`config.mk`:
```
export PLATFORM = sky130hd
export DESIGN_NAME = ptm_encoder_flat
export DESIGN_NICKNAME = d
export VERILOG_FILES = /design/src/rtl/ptm_pkg.sv /design/src/rtl/ptm_encoder_if.sv /design/src/rtl/ptm_branch_compress.sv /design/src/rtl/ptm_encoder.sv /design/src/flat_wrapper.sv
export SDC_FILE = /design/constraint.sdc
export NUM_CORES = 1
export LEC_CHECK = 0
export ABC_AREA = 0
export CAP_MARGIN = 5
export CELL_PAD_IN_SITES_DETAIL_PLACEMENT = 0
export CELL_PAD_IN_SITES_GLOBAL_PLACEMENT = 1
export CORE_MARGIN = 4
export CORE_UTILIZATION = 39
export CTS_BUF_LIST = sky130_fd_sc_hd__clkbuf_4 sky130_fd_sc_hd__clkbuf_8
export DETAILED_ROUTE_END_ITERATION = 8
export GPL_ROUTABILITY_DRIVEN = 0
export GPL_TIMING_DRIVEN = 0
export PLACE_DENSITY = 0.77
export SLEW_MARGIN = 20
export SYNTH_ARGS = -nofsm -noshare
export SYNTH_HDL_FRONTEND = slang
export SYNTH_SLANG_ARGS = --single-unit
```
`constraint.sdc`:
```
create_clock -name iClk -period 4 [get_ports iClk]
set_clock_uncertainty 0.15 [all_clocks]
set_input_delay 0.8 -clock iClk [delete_from_list [all_inputs] [get_ports iClk]]
set_output_delay 0.8 -clock iClk [all_outputs]
set_load 0.02 [all_outputs]
```
`src/rtl/ptm_pkg.sv`:
```
// PTM encoder shared definitions: packet header constants, FSM states,
// byte-count type and the branch address-field helper.
package ptm_pkg;

    localparam logic [7:0] ASYNC_ZERO = 8'h00;
    localparam logic [7:0] ASYNC_END  = 8'h80;
    localparam logic [7:0] ISYNC_HDR  = 8'h08;
    localparam logic [7:0] ISYNC_INFO = 8'h00;

    // header + four address bytes + info byte, before the context ID
    localparam int ISYNC_FIXED = 6;

    localparam int BR_HDR_BIT  = 0;
    localparam int BR_CONT_BIT = 7;
    localparam int BR_MODE_BIT = 4;

    typedef logic [2:0] nbytes_t;

    typedef enum logic [1:0] {
        ST_IDLE,
        ST_ASYNC,
        ST_ISYNC,
        ST_BRANCH
    } state_t;

    // a = addr[31:1]; ARM drops one more low bit
    function automatic logic [30:0] addr_field(
        input logic [30:0] a,
        input logic        thumb
    );
        return thumb ? a : {1'b0, a[30:1]};
    endfunction

endpackage

```
`src/rtl/ptm_encoder_if.sv`:
```
// Branch-request and trace-byte handshake bundle for the PTM encoder.
// master = capture logic / byte sink, slave = encoder.
interface ptm_encoder_if #(
    parameter int CONTEXTID_LEN = 4
);

    logic                       iBranchEn;
    logic                       oBranchReady;
    logic [31:0]                iBranchAddr;
    logic                       iThumb;
    logic [8*CONTEXTID_LEN-1:0] iContextId;
    logic                       iSyncReq;
    logic [7:0]                 oData;
    logic                       oDataEn;
    logic                       iReady;

    modport master (
        output iBranchEn,
        output iBranchAddr,
        output iThumb,
        output iContextId,
        output iSyncReq,
        output iReady,
        input  oBranchReady,
        input  oData,
        input  oDataEn
    );

    modport slave (
        input  iBranchEn,
        input  iBranchAddr,
        input  iThumb,
        input  iContextId,
        input  iSyncReq,
        input  iReady,
        output oBranchReady,
        output oData,
        output oDataEn
    );

endinterface

```
`src/rtl/ptm_branch_compress.sv`:
```
// Branch address compression: picks the shortest packet that carries every
// changed address bit and builds all five candidate bytes.
module ptm_branch_compress
    import ptm_pkg::*;
(
    input  logic [30:0]      s,
    input  logic [30:0]      lo,
    input  logic             thumb,
    input  logic             last_thumb,
    input  logic [3:0]       addr_hi,
    output nbytes_t          n,
    output logic [4:0][7:0]  bytes
);

    logic [30:0] diff;

    // byte count and candidate bytes
    always_comb begin
        diff = s ^ lo;
        n    = 3'd5;
        if (thumb == last_thumb) begin
            if (diff[30:6] == '0) begin
                n = 3'd1;
            end else if (diff[30:12] == '0) begin
                n = 3'd2;
            end else if (diff[30:19] == '0) begin
                n = 3'd3;
            end else if (diff[30:26] == '0) begin
                n = 3'd4;
            end
        end

        bytes[0]              = {1'b0, s[5:0], 1'b0};
        bytes[0][BR_HDR_BIT]  = 1'b1;
        bytes[0][BR_CONT_BIT] = (n != 3'd1);

        bytes[1] = (n == 3'd2) ? {2'b00, s[11:6]} : {1'b0, s[12:6]};
        bytes[1][BR_CONT_BIT] = (n != 3'd2);

        bytes[2] = (n == 3'd3) ? {2'b00, s[18:13]} : {1'b0, s[19:13]};
        bytes[2][BR_CONT_BIT] = (n != 3'd3);

        bytes[3] = (n == 3'd4) ? {2'b00, s[25:20]} : {1'b0, s[26:20]};
        bytes[3][BR_CONT_BIT] = (n != 3'd4);

        bytes[4] = thumb ? {4'b0000, addr_hi} : {5'b00000, addr_hi[3:1]};
        bytes[4][BR_MODE_BIT] = thumb;
    end

endmodule

```
`src/rtl/ptm_encoder.sv`:
```
// PTM trace encoder: emits A-sync, I-sync and compressed branch packets.
// Optional PTM_ENC_PERIODIC_SYNC_EN forces a re-sync every SYNC_PERIOD bytes.
module ptm_encoder
    import ptm_pkg::*;
#(
    parameter int CONTEXTID_LEN = 4,
    parameter int ASYNC_ZEROS   = 5
`ifdef PTM_ENC_PERIODIC_SYNC_EN
    ,
    parameter int SYNC_PERIOD   = 1024
`endif
) (
    input logic          iClk,
    input logic          iRst,
    ptm_encoder_if.slave bus
);

    localparam logic [7:0] ASYNC_LAST = 8'(ASYNC_ZEROS);
    localparam logic [7:0] ISYNC_LAST = 8'(ISYNC_FIXED + CONTEXTID_LEN - 1);

    state_t                     state;
    logic [7:0]                 idx;
    logic                       sync_pend;
    logic [31:1]                last_addr;
    logic                       last_thumb;
    logic [8*CONTEXTID_LEN-1:0] cur_ctx;
    logic [4:0][7:0]            pkt;
    nbytes_t                    pkt_n;

    logic            out_free;
    logic            accept;
    logic            sync_hit;
    logic [30:0]     s_new;
    logic [30:0]     s_lo;
    nbytes_t         cmp_n;
    logic [4:0][7:0] cmp_bytes;
    logic [7:0]      nxt_byte;
    logic            nxt_last;

    assign out_free         = !bus.oDataEn || bus.iReady;
    assign bus.oBranchReady = !iRst && (state == ST_IDLE) && out_free;
    assign accept           = bus.iBranchEn && bus.oBranchReady;
    assign s_new            = addr_field(bus.iBranchAddr[31:1], bus.iThumb);
    assign s_lo             = addr_field(last_addr, bus.iThumb);

    ptm_branch_compress u_cmp (
        .s          (s_new),
        .lo         (s_lo),
        .thumb      (bus.iThumb),
        .last_thumb (last_thumb),
        .addr_hi    (bus.iBranchAddr[31:28]),
        .n          (cmp_n),
        .bytes      (cmp_bytes)
    );

`ifdef PTM_ENC_PERIODIC_SYNC_EN
    logic [15:0] sync_cnt;

    assign sync_hit = bus.oDataEn && bus.iReady
                   && (sync_cnt == 16'(SYNC_PERIOD - 1));

    // count bytes taken by the sink; wrap on each forced re-sync
    always_ff @(posedge iClk or posedge iRst) begin
        if (iRst) begin
            sync_cnt <= '0;
        end else if (bus.oDataEn && bus.iReady) begin
            sync_cnt <= sync_hit ? '0 : sync_cnt + 16'd1;
        end
    end
`else
    assign sync_hit = 1'b0;
`endif

    // select the byte the current state emits at the current index
    always_comb begin
        nxt_byte = 8'h00;
        nxt_last = 1'b0;
        case (state)
            ST_ASYNC: begin
                nxt_last = (idx == ASYNC_LAST);
                nxt_byte = nxt_last ? ASYNC_END : ASYNC_ZERO;
            end
            ST_ISYNC: begin
                nxt_last = (idx == ISYNC_LAST);
                case (idx)
                    8'd0:    nxt_byte = ISYNC_HDR;
                    8'd1:    nxt_byte = {last_addr[7:1], last_thumb};
                    8'd2:    nxt_byte = last_addr[15:8];
                    8'd3:    nxt_byte = last_addr[23:16];
                    8'd4:    nxt_byte = last_addr[31:24];
                    8'd5:    nxt_byte = ISYNC_INFO;
                    default: begin
                        for (int i = 0; i < CONTEXTID_LEN; i++) begin
                            if (idx == 8'(ISYNC_FIXED + i)) begin
                                nxt_byte = cur_ctx[8*i +: 8];
                            end
                        end
                    end
                endcase
            end
            ST_BRANCH: begin
                nxt_last = (idx == ({5'b0, pkt_n} - 8'd1));
                for (int i = 0; i < 5; i++) begin
                    if (idx == 8'(i)) begin
                        nxt_byte = pkt[i];
                    end
                end
            end
            default: begin
                nxt_byte = 8'h00;
                nxt_last = 1'b0;
            end
        endcase
    end

    // packet FSM, output register and sync-pending flag
    always_ff @(posedge iClk or posedge iRst) begin
        if (iRst) begin
            state       <= ST_IDLE;
            idx         <= '0;
            sync_pend   <= 1'b1;
            last_addr   <= '0;
            last_thumb  <= 1'b0;
            cur_ctx     <= '0;
            pkt         <= '0;
            pkt_n       <= 3'd1;
            bus.oData   <= 8'h00;
            bus.oDataEn <= 1'b0;
        end else begin
            if (out_free) begin
                if (state == ST_IDLE) begin
                    bus.oDataEn <= 1'b0;
                    if (accept) begin
                        last_addr  <= bus.iBranchAddr[31:1];
                        last_thumb <= bus.iThumb;
                        cur_ctx    <= bus.iContextId;
                        pkt        <= cmp_bytes;
                        pkt_n      <= cmp_n;
                        idx        <= '0;
                        state      <= (sync_pend || bus.iSyncReq)
                                    ? ST_ASYNC : ST_BRANCH;
                    end
                end else begin
                    bus.oData   <= nxt_byte;
                    bus.oDataEn <= 1'b1;
                    if (nxt_last) begin
                        idx   <= '0;
                        state <= (state == ST_ASYNC) ? ST_ISYNC : ST_IDLE;
                    end else begin
                        idx <= idx + 8'd1;
                    end
                end
            end

            // an accept consumes any pending request; a request seen
            // during a packet waits for the next accept
            if (accept) begin
                sync_pend <= sync_hit;
            end else begin
                sync_pend <= sync_pend || bus.iSyncReq || sync_hit;
            end
        end
    end

endmodule

```
`src/flat_wrapper.sv`:
```
// flat-port wrapper written by rule: the top's interface ports become plain ports
module ptm_encoder_flat import ptm_pkg::*;
#(
    parameter int CONTEXTID_LEN = 4,
    parameter int ASYNC_ZEROS   = 5

)
  (iClk, iRst, bus_iBranchEn, bus_iBranchAddr, bus_iThumb, bus_iContextId, bus_iSyncReq, bus_iReady, bus_oBranchReady, bus_oData, bus_oDataEn);
  ptm_encoder_if #(.CONTEXTID_LEN(CONTEXTID_LEN)) bus_i ();
  input logic iClk;
  input logic iRst;
  input wire logic [$bits(bus_i.iBranchEn)-1:0] bus_iBranchEn;
  input wire logic [$bits(bus_i.iBranchAddr)-1:0] bus_iBranchAddr;
  input wire logic [$bits(bus_i.iThumb)-1:0] bus_iThumb;
  input wire logic [$bits(bus_i.iContextId)-1:0] bus_iContextId;
  input wire logic [$bits(bus_i.iSyncReq)-1:0] bus_iSyncReq;
  input wire logic [$bits(bus_i.iReady)-1:0] bus_iReady;
  output wire logic [$bits(bus_i.oBranchReady)-1:0] bus_oBranchReady;
  output wire logic [$bits(bus_i.oData)-1:0] bus_oData;
  output wire logic [$bits(bus_i.oDataEn)-1:0] bus_oDataEn;
  assign bus_i.iBranchEn = bus_iBranchEn;
  assign bus_i.iBranchAddr = bus_iBranchAddr;
  assign bus_i.iThumb = bus_iThumb;
  assign bus_i.iContextId = bus_iContextId;
  assign bus_i.iSyncReq = bus_iSyncReq;
  assign bus_i.iReady = bus_iReady;
  assign bus_oBranchReady = bus_i.oBranchReady;
  assign bus_oData = bus_i.oData;
  assign bus_oDataEn = bus_i.oDataEn;
  ptm_encoder #(.CONTEXTID_LEN(CONTEXTID_LEN), .ASYNC_ZEROS(ASYNC_ZEROS)) u_core (.iClk(iClk), .iRst(iRst), .bus(bus_i));
endmodule
```
==> results by group <==
Final layout
  – Syn-to-layout area delta: 24.6%
  – ANT cells: 0
  – Cell Count, Final, Fillers Out: between 1k and 1.5k
  – Share of layout cells above drive strength 1: 0.0616
  – Final instance area: around 0.0082 mm^2
  – Fillcell total: between 1.5k and 2k
  – Nets: 955

Critical path
  – Critical path required time: ~3.1 ns
  – Crit. End Element: output port
  – Reg-to-Reg End: u_core.bus.oData[5]
  – Crit path max fanout: 9
  – Crit path from: bus_iReady
  – Worst r2r src: u_core.idx[0]
  – Startpoint types: primary input
  – FF-to-FF setup slack: approximately 1.0 ns
  – R2R cell count: 8
  – Crit Path Category: in2out
  – CP arrival: between 2 and 3 ns

Routing
  – Wire per inst: around 18 um
  – First-pass DRT Iterations: 6
  – Routed vias: ~6.1k
  – DRC Markers: 0
  – Final ANT Viol Nets: 0
  – Routed vias/inst: approximately 5.5
  – Drt initial violations: 463
  – Final wirelength: just over 20000 um

Power
  – Max IR drop VDD: between 0.3 and 0.4 mV
  – Leak pwr: roughly 3.6 nW
  – Power Density: about 770 mW/mm^2

Timing
  – Slew Viols, Final: 0
  – Final Hold Viols: 0
  – Crit share post-route: 0.886
  – Slew HR: 0.345
  – RSZ-0062 raised after global routing: no
  – Minimum clock period: between 3 and 4 ns
  – Slew at the pin closest to its max-slew limit: just under 1 ns
  – Setup Viol. Count Final: 0
  – FMAX: 0.282 GHz

Global routing
  – GRT overflow: 0
  – First-pass GRT wire length: between 30000 and 40000 um
  – Initial antenna violation count: 0
  – Overall global routing resource usage: 0.226
  – Largest net degree at the start of global routing: 36
  – Vias in the first global route: about 6k

Placed design
  – Post-DP Area: between 0.007 and 0.008 mm^2
  – IO Port Bufs: 77
  – Post-DP HPWL: roughly 16000 um
  – Placed Instances: ~1.1k

Yosys
  – Synth Area per Inst: around 8.4 um^2
  – Ys Warns: 0
  – Synth top cells by count: nand2_1, dfrtp_1, o21ai_0
  – Post-synth ARST share: 1.00
  – Main synth FF type: dfrtp_1
  – Largest area contributor in the netlist: dfrtp_1
  – Synth unique cells: 59
  – Synth top area cells: dfrtp_1, nand2_1, mux2i_1
  – Syn Nets: around 860
  – Synth top area share: 0.462
  – Share of the yosys chip area belonging to registers: 0.470
  – Most common cell in the netlist: nand2_1
  – Register bit total from synthesis: between 100 and 150
  – Number of flops mapped to enable cells by yosys: 0
  – Synth Instances: ~780
  – Synthesized area: 0.00656 mm^2

Worst hold path
  – Worst Hold Class: reg2reg
  – Worst hold stages: 1
  – Worst hold endpoint: u_core.pkt[0]
  – Hold Crit Start: u_core.pkt[0]

CTS
  – Max Root-Sink Buffers: 2
  – Cts repair resizes: 0
  – # H-tree levels: 4
  – CTS tree: built
  – Reg clk slew, reported paths: approximately 0.07 ns
  – Hold buffers post-CTS: 0
  – Num CTS Buffers: 17
  – Clk_lat worst skew: around 0.46 ns
  – Postcts setup bufs: 0
  – CTS sink count: between 100 and 150
  – Clk Tree Root Cell: clkbuf_8

Floorplanning
  – Row count: 47
  – Core area: around 0.017 mm^2
  – Starting Density: 0.397
  – IO Count: 80
  – Chip Width: ~140 um
  – Vert. Die Dim: between 100 and 150 um
  – Die footprint: ~0.019 mm^2

Run
  – Max-Cap Viols: 0

Run status
  – Status: finished, final reports clean
[area by class of cell]
class / count / area, um^2 / share of cell area
multi-input combinational: 593 / 3220 / 0.394
sequential: 123 / 3080 / 0.377
timing repair buffer: 80 / 831 / 0.102
tap: 220 / 275 / 0.0337
clock buffer: 20 / 256 / 0.0314
clock inverter: 12 / 244 / 0.0298
buffer: 54 / 220 / 0.0269
inverter: 11 / 45.0 / 0.00551
[worst max-delay path by stage]
stage	end	depth (start not counted)
CTS	bus_oBranchReady	6
floorplan	u_core.pkt[10]	6
global placement	u_core.cur_ctx[30]	7
finish	bus_oBranchReady	6
global route	bus_oBranchReady	6
detailed placement	u_core.pkt[10]	7
[logic make-up after synthesis]
family / after synthesis / synth area share
compound gates: 157 / 0.152
buf+inv: 65 / 0.0395
flops: 123 / 0.470
fa+ha+maj: 5 / 0.00954
mux: 35 / 0.0536
xor+xnor: 28 / 0.0374
simple gates: 368 / 0.238
[worst max-delay path, cell delays in order]
cell,delay (ns)
clkdlybuf4s50_1,0.47
nand2b_1,0.10
clkbuf_1,0.32
nand2_1,0.18
nor2_1,0.12
clkdlybuf4s50_1,0.61
[metal layers]
metal | vias up | track usage | share of wire
met4 | 0 | 0.0665 | 0.021
met3 | 33 | 0.0573 | 0.070
li1 | 2858 | - | -
met2 | 217 | 0.338 | 0.46
met5 | - | 0 | 0
met1 | 2996 | 0.322 | 0.45
[power by group]
part	leakage, nW	internal (mW)	switching [mW]	total [mW]
Sequential	1.53	1.79	0.500	2.29
Combinational	1.86	0.988	1.60	2.59
Clock	0.247	0.886	0.513	1.40
Total	3.63	3.67	2.61	6.28
[per-stage QoR]
stage / setup slack, ns / total power [mW] / hold slack (ns) / utilization / TNS [ns]
CTS: 0.459 / 6.27 / 0.332 / 0.495 / 0
floorplan: -0.0141 / 3.87 / 0.285 / - / -0.375
global placement: -2.20 / 4.77 / 0.302 / 0.461 / -215.86
finish: 0.457 / 6.28 / 0.329 / 0.495 / 0
global route: 0.308 / 6.70 / 0.351 / 0.495 / 0
detailed placement: 0.113 / 4.84 / 0.312 / 0.464 / 0
[cell usage in the layout (no fill, tap or decap), types with 7 or more instances in the layout]
master / Yosys / routed
a21oi_1: 37 / 37
a221oi_1: 9 / 9
a222oi_1: 7 / 7
bufinv_16: 0 / 7
clkbuf_1: 46 / 44
clkbuf_8: 0 / 17
clkdlybuf4s50_1: 0 / 77
dfrtp_1: 121 / 121
inv_1: 11 / 10
mux2i_1: 34 / 34
nand2_1: 272 / 272
nand3_1: 11 / 11
nor2_1: 28 / 27
nor2b_1: 10 / 10
o211ai_1: 12 / 12
o21ai_0: 57 / 57
xnor2_1: 15 / 15
xor2_1: 13 / 13
[sequential cells by signal (all words and copies together), names as in the netlist]
register            flops
u_core.last_addr       31
u_core.sync_pend        1
u_core.idx              8
u_core.bus.oDataEn      1
u_core.pkt_n            3
u_core.pkt             36
u_core.state            2
u_core.last_thumb       1
u_core.bus.oData        8
u_core.cur_ctx         32
Power figures use the tool's default switching activity.
